===== config.mk =====
export PLATFORM = sky130hd
export DESIGN_NAME = mmio_uart_tx
export DESIGN_NICKNAME = d
export VERILOG_FILES = /design/src/rtl/uart_pkg.sv /design/src/rtl/mmio_uart_tx_sync_fifo.sv /design/src/rtl/mmio_uart_tx.sv
export SDC_FILE = /design/constraint.sdc
export NUM_CORES = 1
export LEC_CHECK = 0
export ABC_AREA = 1
export CAP_MARGIN = 10
export CORE_ASPECT_RATIO = 1.2
export CORE_MARGIN = 4
export CORE_UTILIZATION = 50
export DETAILED_ROUTE_END_ITERATION = 8
export GPL_ROUTABILITY_DRIVEN = 0
export GPL_TIMING_DRIVEN = 0
export PLACE_DENSITY = 0.82
export SYNTH_ARGS = -nofsm -noshare
export SYNTH_HDL_FRONTEND = slang
export SYNTH_SLANG_ARGS = --single-unit

===== constraint.sdc =====
create_clock -name clk -period 2.84 [get_ports clk]
set_input_delay 0.426 -clock clk [delete_from_list [all_inputs] [get_ports clk]]
set_output_delay 0.426 -clock clk [all_outputs]
set_load 0.03 [all_outputs]

===== src/rtl/uart_pkg.sv =====
// Shared constants, register map, FSM encoding and helpers for the MMIO UART transmitter.
package uart_pkg;

  // Register offsets, selected by address[3:2]
  localparam logic [1:0] TXDATA_OFS  = 2'd0;
  localparam logic [1:0] STATUS_OFS  = 2'd1;
  localparam logic [1:0] BAUDDIV_OFS = 2'd2;
  localparam logic [1:0] RSVD_OFS    = 2'd3;

  // STATUS bit positions
  localparam int STATUS_BUSY_BIT  = 0;
  localparam int STATUS_FULL_BIT  = 1;
  localparam int STATUS_EMPTY_BIT = 2;
  localparam int STATUS_OVF_BIT   = 3;
  localparam int STATUS_COUNT_LSB = 4;

  // Frame constants
  localparam int         DATA_BITS    = 8;
  localparam logic [2:0] LAST_BIT_IDX = 3'(DATA_BITS - 1);

  // Transmit FSM encoding
  typedef enum logic [1:0] {
    ST_IDLE  = 2'd0,
    ST_START = 2'd1,
    ST_DATA  = 2'd2,
    ST_STOP  = 2'd3
  } tx_state_t;

  // A programmed divider of 0 behaves as 1 so a bit never lasts zero cycles
  function automatic logic [15:0] eff_div(input logic [15:0] div);
    return (div == 16'd0) ? 16'd1 : div;
  endfunction

  // Assemble the STATUS read word
  function automatic logic [31:0] status_word(input logic busy, input logic full,
                                              input logic empty, input logic ovf,
                                              input logic [3:0] count);
    logic [31:0] w;
    w = 32'd0;
    w[STATUS_BUSY_BIT]           = busy;
    w[STATUS_FULL_BIT]           = full;
    w[STATUS_EMPTY_BIT]          = empty;
    w[STATUS_OVF_BIT]            = ovf;
    w[STATUS_COUNT_LSB +: 4]     = count;
    return w;
  endfunction

endpackage


===== src/rtl/mmio_uart_tx_sync_fifo.sv =====
// Synchronous FIFO with combinational head output; push while full is accepted only
// when a pop happens in the same cycle.
module sync_fifo #(
  parameter int WIDTH = 8,
  parameter int DEPTH = 8
) (
  input  logic                     clk,
  input  logic                     reset,
  input  logic                     push,
  input  logic                     pop,
  input  logic [WIDTH-1:0]         din,
  output logic [WIDTH-1:0]         dout,
  output logic                     full,
  output logic                     empty,
  output logic [$clog2(DEPTH):0]   count
);

  localparam int AW = $clog2(DEPTH);
  localparam int CW = AW + 1;

  logic [WIDTH-1:0] mem_r [DEPTH];
  logic [AW-1:0]    wr_ptr_r;
  logic [AW-1:0]    rd_ptr_r;
  logic [CW-1:0]    count_r;
  logic             push_ok_s;
  logic             pop_ok_s;

  assign full      = (count_r == CW'(DEPTH));
  assign empty     = (count_r == CW'(0));
  assign count     = count_r;
  assign dout      = mem_r[rd_ptr_r];
  assign pop_ok_s  = pop && !empty;
  assign push_ok_s = push && (!full || pop_ok_s);

  // Pointers wrap naturally; occupancy tracks accepted pushes and pops
  always_ff @(posedge clk or negedge reset) begin
    if (!reset) begin
      wr_ptr_r <= '0;
      rd_ptr_r <= '0;
      count_r  <= '0;
    end else begin
      if (push_ok_s) wr_ptr_r <= wr_ptr_r + AW'(1);
      if (pop_ok_s)  rd_ptr_r <= rd_ptr_r + AW'(1);
      case ({push_ok_s, pop_ok_s})
        2'b10:   count_r <= count_r + CW'(1);
        2'b01:   count_r <= count_r - CW'(1);
        default: count_r <= count_r;
      endcase
    end
  end

  // Storage array, cleared on reset so no stale data is ever observable
  always_ff @(posedge clk or negedge reset) begin
    if (!reset) begin
      for (int i = 0; i < DEPTH; i++) mem_r[i] <= '0;
    end else if (push_ok_s) begin
      mem_r[wr_ptr_r] <= din;
    end
  end

endmodule


===== src/rtl/mmio_uart_tx.sv =====
// Memory-mapped 8N1 UART transmitter: bus decode, register file, TX FIFO,
// bit timer and shift FSM.
module mmio_uart_tx
  import uart_pkg::*;
#(
  parameter logic [31:0] BASE_ADDR    = 32'h0000_1000,
  parameter int          FIFO_DEPTH   = 8,
  parameter logic [15:0] CLKS_PER_BIT = 16'd16
) (
  input  logic        clk,
  input  logic        reset,
  input  logic [31:0] address,
  input  logic        dram_read,
  input  logic        dram_write,
  input  logic [31:0] write_data,
  output logic [31:0] read_data,
  output logic        hit,
  output logic        txd
);

  localparam int CW = $clog2(FIFO_DEPTH) + 1;

  logic [1:0]           ofs_s;
  logic                 wr_s;
  logic                 push_s;
  logic                 pop_s;
  logic                 full_s;
  logic                 empty_s;
  logic [CW-1:0]        count_s;
  logic [3:0]           count4_s;
  logic [DATA_BITS-1:0] head_s;
  logic                 unused_s;

  logic [15:0]          bauddiv_r;
  logic                 ovf_r;

  tx_state_t            state_r, state_n;
  logic [15:0]          timer_r, timer_n;
  logic [15:0]          lat_r, lat_n;
  logic [2:0]           idx_r, idx_n;
  logic [DATA_BITS-1:0] shift_r, shift_n;
  logic                 txd_r, txd_n;
  logic                 bit_end_s;

  assign hit       = (address[31:4] == BASE_ADDR[31:4]);
  assign ofs_s     = address[3:2];
  assign wr_s      = dram_write && hit;
  assign push_s    = wr_s && (ofs_s == TXDATA_OFS);
  assign count4_s  = 4'(count_s);
  assign bit_end_s = (timer_r == lat_r - 16'd1);
  assign txd       = txd_r;
  assign unused_s  = ^{address[1:0], write_data[31:16]};

  sync_fifo #(
    .WIDTH (DATA_BITS),
    .DEPTH (FIFO_DEPTH)
  ) u_fifo (
    .clk   (clk),
    .reset (reset),
    .push  (push_s),
    .pop   (pop_s),
    .din   (write_data[DATA_BITS-1:0]),
    .dout  (head_s),
    .full  (full_s),
    .empty (empty_s),
    .count (count_s)
  );

  // Register file: BAUDDIV storage and sticky overflow flag
  always_ff @(posedge clk or negedge reset) begin
    if (!reset) begin
      bauddiv_r <= CLKS_PER_BIT;
      ovf_r     <= 1'b0;
    end else begin
      if (wr_s && (ofs_s == BAUDDIV_OFS)) bauddiv_r <= write_data[15:0];
      if (push_s && full_s && !pop_s) begin
        ovf_r <= 1'b1;
      end else if (wr_s && (ofs_s == STATUS_OFS) && write_data[STATUS_OVF_BIT]) begin
        ovf_r <= 1'b0;
      end
    end
  end

  // Combinational read mux; zero unless a read hits this window
  always_comb begin
    read_data = 32'd0;
    if (dram_read && hit) begin
      case (ofs_s)
        STATUS_OFS:  read_data = status_word(state_r != ST_IDLE, full_s, empty_s, ovf_r, count4_s);
        BAUDDIV_OFS: read_data = {16'd0, bauddiv_r};
        default:     read_data = 32'd0;
      endcase
    end else begin
      read_data = 32'd0;
    end
  end

  // Transmit state, bit timer and serial output register; reset forces txd high at once
  always_ff @(posedge clk or negedge reset) begin
    if (!reset) begin
      state_r <= ST_IDLE;
      timer_r <= 16'd0;
      lat_r   <= eff_div(CLKS_PER_BIT);
      idx_r   <= 3'd0;
      shift_r <= '0;
      txd_r   <= 1'b1;
    end else begin
      state_r <= state_n;
      timer_r <= timer_n;
      lat_r   <= lat_n;
      idx_r   <= idx_n;
      shift_r <= shift_n;
      txd_r   <= txd_n;
    end
  end

  // Next-state logic: a frame starts by popping the head and latching the divider
  always_comb begin
    state_n = state_r;
    timer_n = timer_r;
    lat_n   = lat_r;
    idx_n   = idx_r;
    shift_n = shift_r;
    txd_n   = txd_r;
    pop_s   = 1'b0;
    case (state_r)
      ST_IDLE: begin
        txd_n = 1'b1;
        if (!empty_s) begin
          pop_s   = 1'b1;
          shift_n = head_s;
          lat_n   = eff_div(bauddiv_r);
          timer_n = 16'd0;
          state_n = ST_START;
          txd_n   = 1'b0;
        end else begin
          timer_n = 16'd0;
        end
      end
      ST_START: begin
        if (bit_end_s) begin
          timer_n = 16'd0;
          idx_n   = 3'd0;
          txd_n   = shift_r[0];
          shift_n = {1'b0, shift_r[DATA_BITS-1:1]};
          state_n = ST_DATA;
        end else begin
          timer_n = timer_r + 16'd1;
        end
      end
      ST_DATA: begin
        if (bit_end_s) begin
          timer_n = 16'd0;
          if (idx_r == LAST_BIT_IDX) begin
            txd_n   = 1'b1;
            state_n = ST_STOP;
          end else begin
            idx_n   = idx_r + 3'd1;
            txd_n   = shift_r[0];
            shift_n = {1'b0, shift_r[DATA_BITS-1:1]};
          end
        end else begin
          timer_n = timer_r + 16'd1;
        end
      end
      ST_STOP: begin
        if (bit_end_s) begin
          timer_n = 16'd0;
          if (!empty_s) begin
            pop_s   = 1'b1;
            shift_n = head_s;
            lat_n   = eff_div(bauddiv_r);
            state_n = ST_START;
            txd_n   = 1'b0;
          end else begin
            state_n = ST_IDLE;
            txd_n   = 1'b1;
          end
        end else begin
          timer_n = timer_r + 16'd1;
        end
      end
      default: begin
        state_n = ST_IDLE;
        txd_n   = 1'b1;
      end
    endcase
  end

endmodule


==> metrics.yaml, run 1 <==
status:
  status: "complete, but fails checks"
  violations: "setup timing"
timing:
  setup_tns_ps: -180
  drv_slew: 0
  rsz0062_at_grt: "yes"
  relSlewSlack_pct: 45.1
  worst_pin_slew_ps: 816
  max_freq_ghz: 0.337
  fin_skew_ps: 8.71
  finalCritPeriodShare_pct: 104
  final-setup-viol-count: 2
  hold_viol: 0
  fin_crit_ps: 2960
  postLayoutSetupSlackWorst_ps: -125
synthesis:
  synth_area_leader_cell: "dfrtp_1"
  syn_area_per_cell_sq_um: 7.94
  ys_top_cells_by_area: "dfrtp_1, nand2_1, nand4_1"
  yosysMostFrequentCell: "nand2_1"
  synth_warnings: 0
  ys_async_sr_fraction_pct: 100
  syn_area_sq_um: 7800
  syn_inst: 982
  synth_top_area_share_pct: 43.0
  synthDistinctLibCells: 48
  synth-edff-count: 0
  ys_dominant_reg_cell: "dfrtp_1"
  yosys_register_bits: 137
  yosysSeqAreaShare_pct: 44.0
  synth_commonest_cells: "nand2_1, dfrtp_1, nor2_1, nand4_1, inv_1"
layout:
  fill_cells: 1260
  drive_above_1_share_pct: 16.7
  final_core_util_pct: 63.0
  final_nets: 1176
  fin_cells: 1308
  area_delta_synth_final_pct: 22.3
  diodes: 0
power:
  peakVddDrop_v: 0.000482
  p_per_area_nw_per_um2: 674
  leakage_nw: 4.51
setup_path:
  crit_arrival_ps: 3270
  critPathKind: "flip-flop to flip-flop"
  crit_buf_inv: 3
  crit_fanout: 5
  cp_cell_sequence: "inv_2, ha_4, or2_2, nand3_1, nor2_1, nand3_1, nor2_2, nand3_2, o21bai_4, nand2_4, nand2_8, nand2_4, ha_4, xnor2_2, inv_1, a32oi_1, inv_1, a21oi_2, o21ai_1, xor2_1"
  critical_path.max_stage_delay_ps: 380
  critPathLaunchType: "flip-flop"
  cp_top_family: "simple AND/OR/NAND/NOR gates"
  critPathSlowestCell: "dfrtp_1"
  endpoint_kind: "flip-flop"
  required_ps: 3150
clock_tree:
  clock_latency_ps: 430
  cts_hold_buf: 0
  cts_tree: "built"
  clkSinkCount: 137
  cts_max_level: 4
  ctsRootBufferMaster: "clkbuf_16"
  numCtsBuffers: 17
  clk_pin_slew_worst_paths_ps: 60
  clock_path_buffers: 2
floorplanning:
  coreArea_sq_um: 15100
  row_count: 49
  ios: 102
  fp.dieH_microns: 145
  dieArea_sq_um: 17700
  start_util_pct: 51.5
  die_w_microns: 122
routing:
  vias: 7205
  avgRoutedWirePerCell_microns: 16.3
  drt_iter0_drc: 691
  drc: 0
  drtPass1Iterations: 6
  viasPerCell: 5.51
  final_antenna_net_count: 0
  drt_wl_total_microns: 21400
global_routing:
  grt_overflow: 0
  grt_use_total_pct: 25.1
  antenna_found_initial: 0
  grt_pass1_vias: 7019
  grt_pass1_wl_microns: 34700
  grt_max_degree: 72
placement:
  numPlacedInstances: 1261
  dpl.hpwl_microns: 15400
  port-buffer-count: 59
worst_hold_path:
  hold_path_class: "input pin to async pin"
run:
  maxCapViolations: 0
sequential cells by signal, summed over array words and instances (netlist names):
signal           count
timer_r             16
state_r              2
shift_r              8
u_fifo.mem_r        64
u_fifo.wr_ptr_r      3
txd                  1
u_fifo.rd_ptr_r      3
idx_r                3
u_fifo.count         4
bauddiv_r           16
ovf_r                1
lat_r               16
stage by stage:
stage	instance area, sq um	worst slack, ps	power [mW]	hold slack, ps
after floorplan	7910	-128	3.46	130
after global routing	9540	-303	6.77	68.5
final	9540	-125	6.43	16.9
after detailed placement	8780	-657	4.01	456
after CTS	9430	-208	6.39	36.5
after global placement	8750	-4050	3.97	449
where the power goes:
group	total, mW	internal, mW	switching, mW	leakage [nW]
Combinational	2.06	0.717	1.34	2.36
Sequential	2.08	2.02	0.0589	1.86
Clock	2.29	1.41	0.882	0.289
Total	6.43	4.15	2.28	4.51
worst reg2reg max path, delay by kind of cell, from the launching register on:
kind / cells / cell delay, ps
AND/OR/NAND/NOR: 9 / 950
AO/OA/AOI/OAI: 4 / 560
adder cells (fa/ha/maj): 2 / 460
flip-flops: 1 / 380
XOR/XNOR: 2 / 270
buffers and inverters: 3 / 230
final cells by class:
cell class | instances | area [sq um] | share of cell area, %
plain buffers | 56 | 350 | 3.67
clock buffers | 18 | 439 | 4.60
clock inverters | 14 | 170 | 1.78
inverters | 67 | 255 | 2.68
multi-input cells | 736 | 3970 | 41.6
flip-flops and latches | 137 | 3430 | 36.0
well taps | 204 | 255 | 2.68
repair buffers | 76 | 666 | 6.98
routing by layer:
metal,track usage (%),share of wire (%),up-vias
met5,0,0,-
li1,-,-,3455
met2,44.3,51,273
met1,28.4,38,3406
met3,4.82,5.7,71
met4,14.4,4.8,0
layout by cell type (no fill, tap or decap), types with 5 or more instances in the layout:
cell type / instances
xnor2_1: 6
nand4_1: 70
o22ai_1: 15
o21ai_1: 20
o21ai_0: 51
nand3_1: 21
nor2_1: 111
xor2_1: 11
buf_2: 9
nand3_4: 8
nor3_1: 6
nor2_2: 13
conb_1: 16
a31o_2: 8
dfrtp_1: 134
inv_1: 58
nor4_1: 6
buf_4: 32
clkdlybuf4s50_1: 41
ha_1: 14
clkbuf_16: 17
mux2_2: 16
clkinvlp_4: 5
nand3_2: 6
clkbuf_2: 15
nand2_1: 282
clkbuf_1: 22
inv_2: 5
a21oi_1: 14
cell families after synthesis:
family / after synthesis / synth area share, %
AND/OR/NAND/NOR: 545 / 31.8
flip-flops: 137 / 44.0
adder cells (fa/ha/maj): 17 / 2.73
multiplexers: 16 / 2.31
other: 1 / 0.0481
XOR/XNOR: 19 / 2.13
AO/OA/AOI/OAI: 122 / 8.95
buffers and inverters: 125 / 8.00
worst paths after layout:
path,to,slack [ps],startpoint,depth (start not counted)
worst min-delay path,lat_r[2],20,reset,1
worst min register to register,u_fifo.mem_r[22],470,u_fifo.mem_r[22],2
worst max register to register,u_fifo.count[3],-120,lat_r[1],20
max in group asynchronous,txd,2010,reset,2
worst max-delay path,u_fifo.count[3],-120,lat_r[1],20
min in group clk,u_fifo.mem_r[22],470,u_fifo.mem_r[22],2
what timing repair did:
item                                    4_1_cts  5_1_grt
pin swaps                                     5       12
endpoints found under the setup margin       20       20
setup buffers                                 4       12
gates cloned                                  0        1
resized for setup                            25       48
No activity file was read; power rests on OpenSTA's default activity.
==> run 2, diff against run 1 <==
--- a/config.mk
+++ b/config.mk
@@ -10,10 +10,11 @@
 export CORE_ASPECT_RATIO = 1.2
 export CORE_MARGIN = 4
 export CORE_UTILIZATION = 50
+export CTS_CLUSTER_SIZE = 25
 export DETAILED_ROUTE_END_ITERATION = 8
 export GPL_ROUTABILITY_DRIVEN = 0
 export GPL_TIMING_DRIVEN = 0
-export PLACE_DENSITY = 0.82
+export PLACE_DENSITY = 0.79
 export SYNTH_ARGS = -nofsm -noshare
 export SYNTH_HDL_FRONTEND = slang
 export SYNTH_SLANG_ARGS = --single-unit
==> constraint.sdc (replaced) <==
create_clock -name clk -period 2.86 [get_ports clk]
set_input_delay 0.429 -clock clk [delete_from_list [all_inputs] [get_ports clk]]
set_output_delay 0.429 -clock clk [all_outputs]
set_load 0.03 [all_outputs]
==> metrics.yaml, run 2 (synthesis results as in run 1) <==
routing:
  viasPerCell: 5.50
  avgRoutedWirePerCell_microns: 16.4
  drt_wl_total_microns: 21500
  final_antenna_net_count: 0
  drc: 0
  drt_iter0_drc: 663
  vias: 7209
  drtPass1Iterations: 5
setup_path:
  required_ps: 3160
  cp_top_family: "simple AND/OR/NAND/NOR gates"
  cp_cell_sequence: "inv_2, buf_4, nand2_1, nor2_2, nand2_1, nor2_2, nor2_1, nor2_1, nand3_2, o21bai_4, nand2_4, inv_1, ha_4, xnor2_2, inv_2, a32oi_1, inv_1, a21oi_1, o21ai_1, xor2_1"
  endpoint_kind: "flip-flop"
  crit_arrival_ps: 3280
  critPathSlowestCell: "dfrtp_1"
  reg2reg_to: "u_fifo.count[3]"
  r2r_cells: 20
  cp-startpoint: "lat_r[1]"
  crit_buf_inv: 5
  critPathKind: "flip-flop to flip-flop"
  critical_path.max_stage_delay_ps: 410
  crit_fanout: 5
  r2r_slack_ps: -120
  r2r-start: "lat_r[1]"
  critPathLaunchType: "flip-flop"
timing:
  max_freq_ghz: 0.335
  fin_skew_ps: 6.92
  fin_crit_ps: 2980
  rsz0062_at_grt: "yes"
  finalCritPeriodShare_pct: 104
  postLayoutSetupSlackWorst_ps: -122
  final-setup-viol-count: 2
  worst_pin_slew_ps: 851
  relSlewSlack_pct: 43.1
  hold_viol: 0
  setup_tns_ps: -158
  whs_ps: 461
  drv_slew: 0
power:
  p_per_area_nw_per_um2: 657
  peakVddDrop_v: 0.000459
  leakage_nw: 4.52
layout:
  layout_common_cells: "nand2_1, dfrtp_1, nor2_1"
  final_core_util_pct: 62.8
  fin_cells: 1311
  final_nets: 1179
  drive_above_1_share_pct: 17.0
  largest_register: "u_fifo.mem_r"
  diodes: 0
  area_delta_synth_final_pct: 21.9
  final_common_cell: "nand2_1"
  largest_reg_flops: 64
global_routing:
  grt_pass1_wl_microns: 34800
  antenna_found_initial: 0
  grt_use_total_pct: 25.2
  grt_pass1_vias: 7141
  grt_max_degree: 90
  grt_overflow: 0
clock_tree:
  clk_pin_slew_worst_paths_ps: 60
  cts_max_level: 4
  cts_tree: "built"
  clock_latency_ps: 420
  clock_path_buffers: 2
  ctsRootBufferMaster: "clkbuf_16"
  clkSinkCount: 137
  numCtsBuffers: 17
worst_hold_path:
  holdPathEnd: "u_fifo.mem_r[15]"
  hold_start: "write_data[7]"
  holdPathStages: 3
  hold_path_class: "input pin to flip-flop"
floorplanning:
  fp.dieH_microns: 145
  coreArea_sq_um: 15100
  die_w_microns: 122
  ios: 102
  dieArea_sq_um: 17700
  row_count: 49
  start_util_pct: 51.5
status:
  status: "complete, but fails checks"
  violations: "setup timing"
placement:
  numPlacedInstances: 1261
  dpl.hpwl_microns: 15300
  port-buffer-count: 59
run:
  maxCapViolations: 0
## run 2: what timing repair did
action                                  CTS  global route
endpoints found under the setup margin   20            20
endpoints found under the hold margin    47             0
hold buffers                              1             0
setup buffers                            12             7
resized for setup                        32            49
pin swaps                                12            18
## run 2: area by class of cell
cell class	instances	area, sq um
fill	1278	5640
multi-input combinational	735	3960
sequential	137	3430
timing repair buffer	80	694
clock buffer	22	474
buffer	56	350
tap	204	255
inverter	67	251
clock inverter	10	93.8
## run 2: worst register-to-register path, cell delays in order (launching register included)
cell and delay (ps):
dfrtp_1 410, inv_2 90, buf_4 110, nand2_1 50
nor2_2 160, nand2_1 130, nor2_2 120, nor2_1 50
nor2_1 130, nand3_2 120, o21bai_4 200, nand2_4 100
inv_1 180, ha_4 210, xnor2_2 130, inv_2 50
a32oi_1 180, inv_1 80, a21oi_1 140, o21ai_1 90
xor2_1 140
## run 2: worst max-delay path by stage
stage / end / cells past startpoint / slack (ps)
CTS: u_fifo.count[3] / 21 / -140
floorplan: u_fifo.count[3] / 23 / -110
detailed placement: u_fifo.count[3] / 22 / -580
global placement: u_fifo.mem_r[26] / 1 / -4110
finish: u_fifo.count[3] / 20 / -120
global route: u_fifo.count[3] / 20 / -340
## run 2: through the flow
| stage | setup WS, ps | cell area, sq um | power (mW) |
|---|---|---|---|
| 2_1_floorplan | -108 | 7910 | 3.44 |
| 3_3_place_gp | -4110 | 8750 | 3.98 |
| 3_5_place_dp | -575 | 8780 | 4.01 |
| 4_1_cts | -135 | 9490 | 6.21 |
| 5_1_grt | -341 | 9510 | 6.59 |
| 6_report | -122 | 9510 | 6.25 |
## run 2: report_power, final
part / switching [mW] / internal (mW)
combinational: 1.36 / 0.739
sequential: 0.0536 / 2.01
clock: 0.827 / 1.26
## run 2: per-layer routing
metal / wire (microns) / track usage [%] / share of wire [%]
met5: 0 / 0 / 0
met3: 1180 / 5.29 / 5.5
met1: 8320 / 28.4 / 39
met4: 804 / 12.4 / 3.7
met2: 11200 / 45.2 / 52
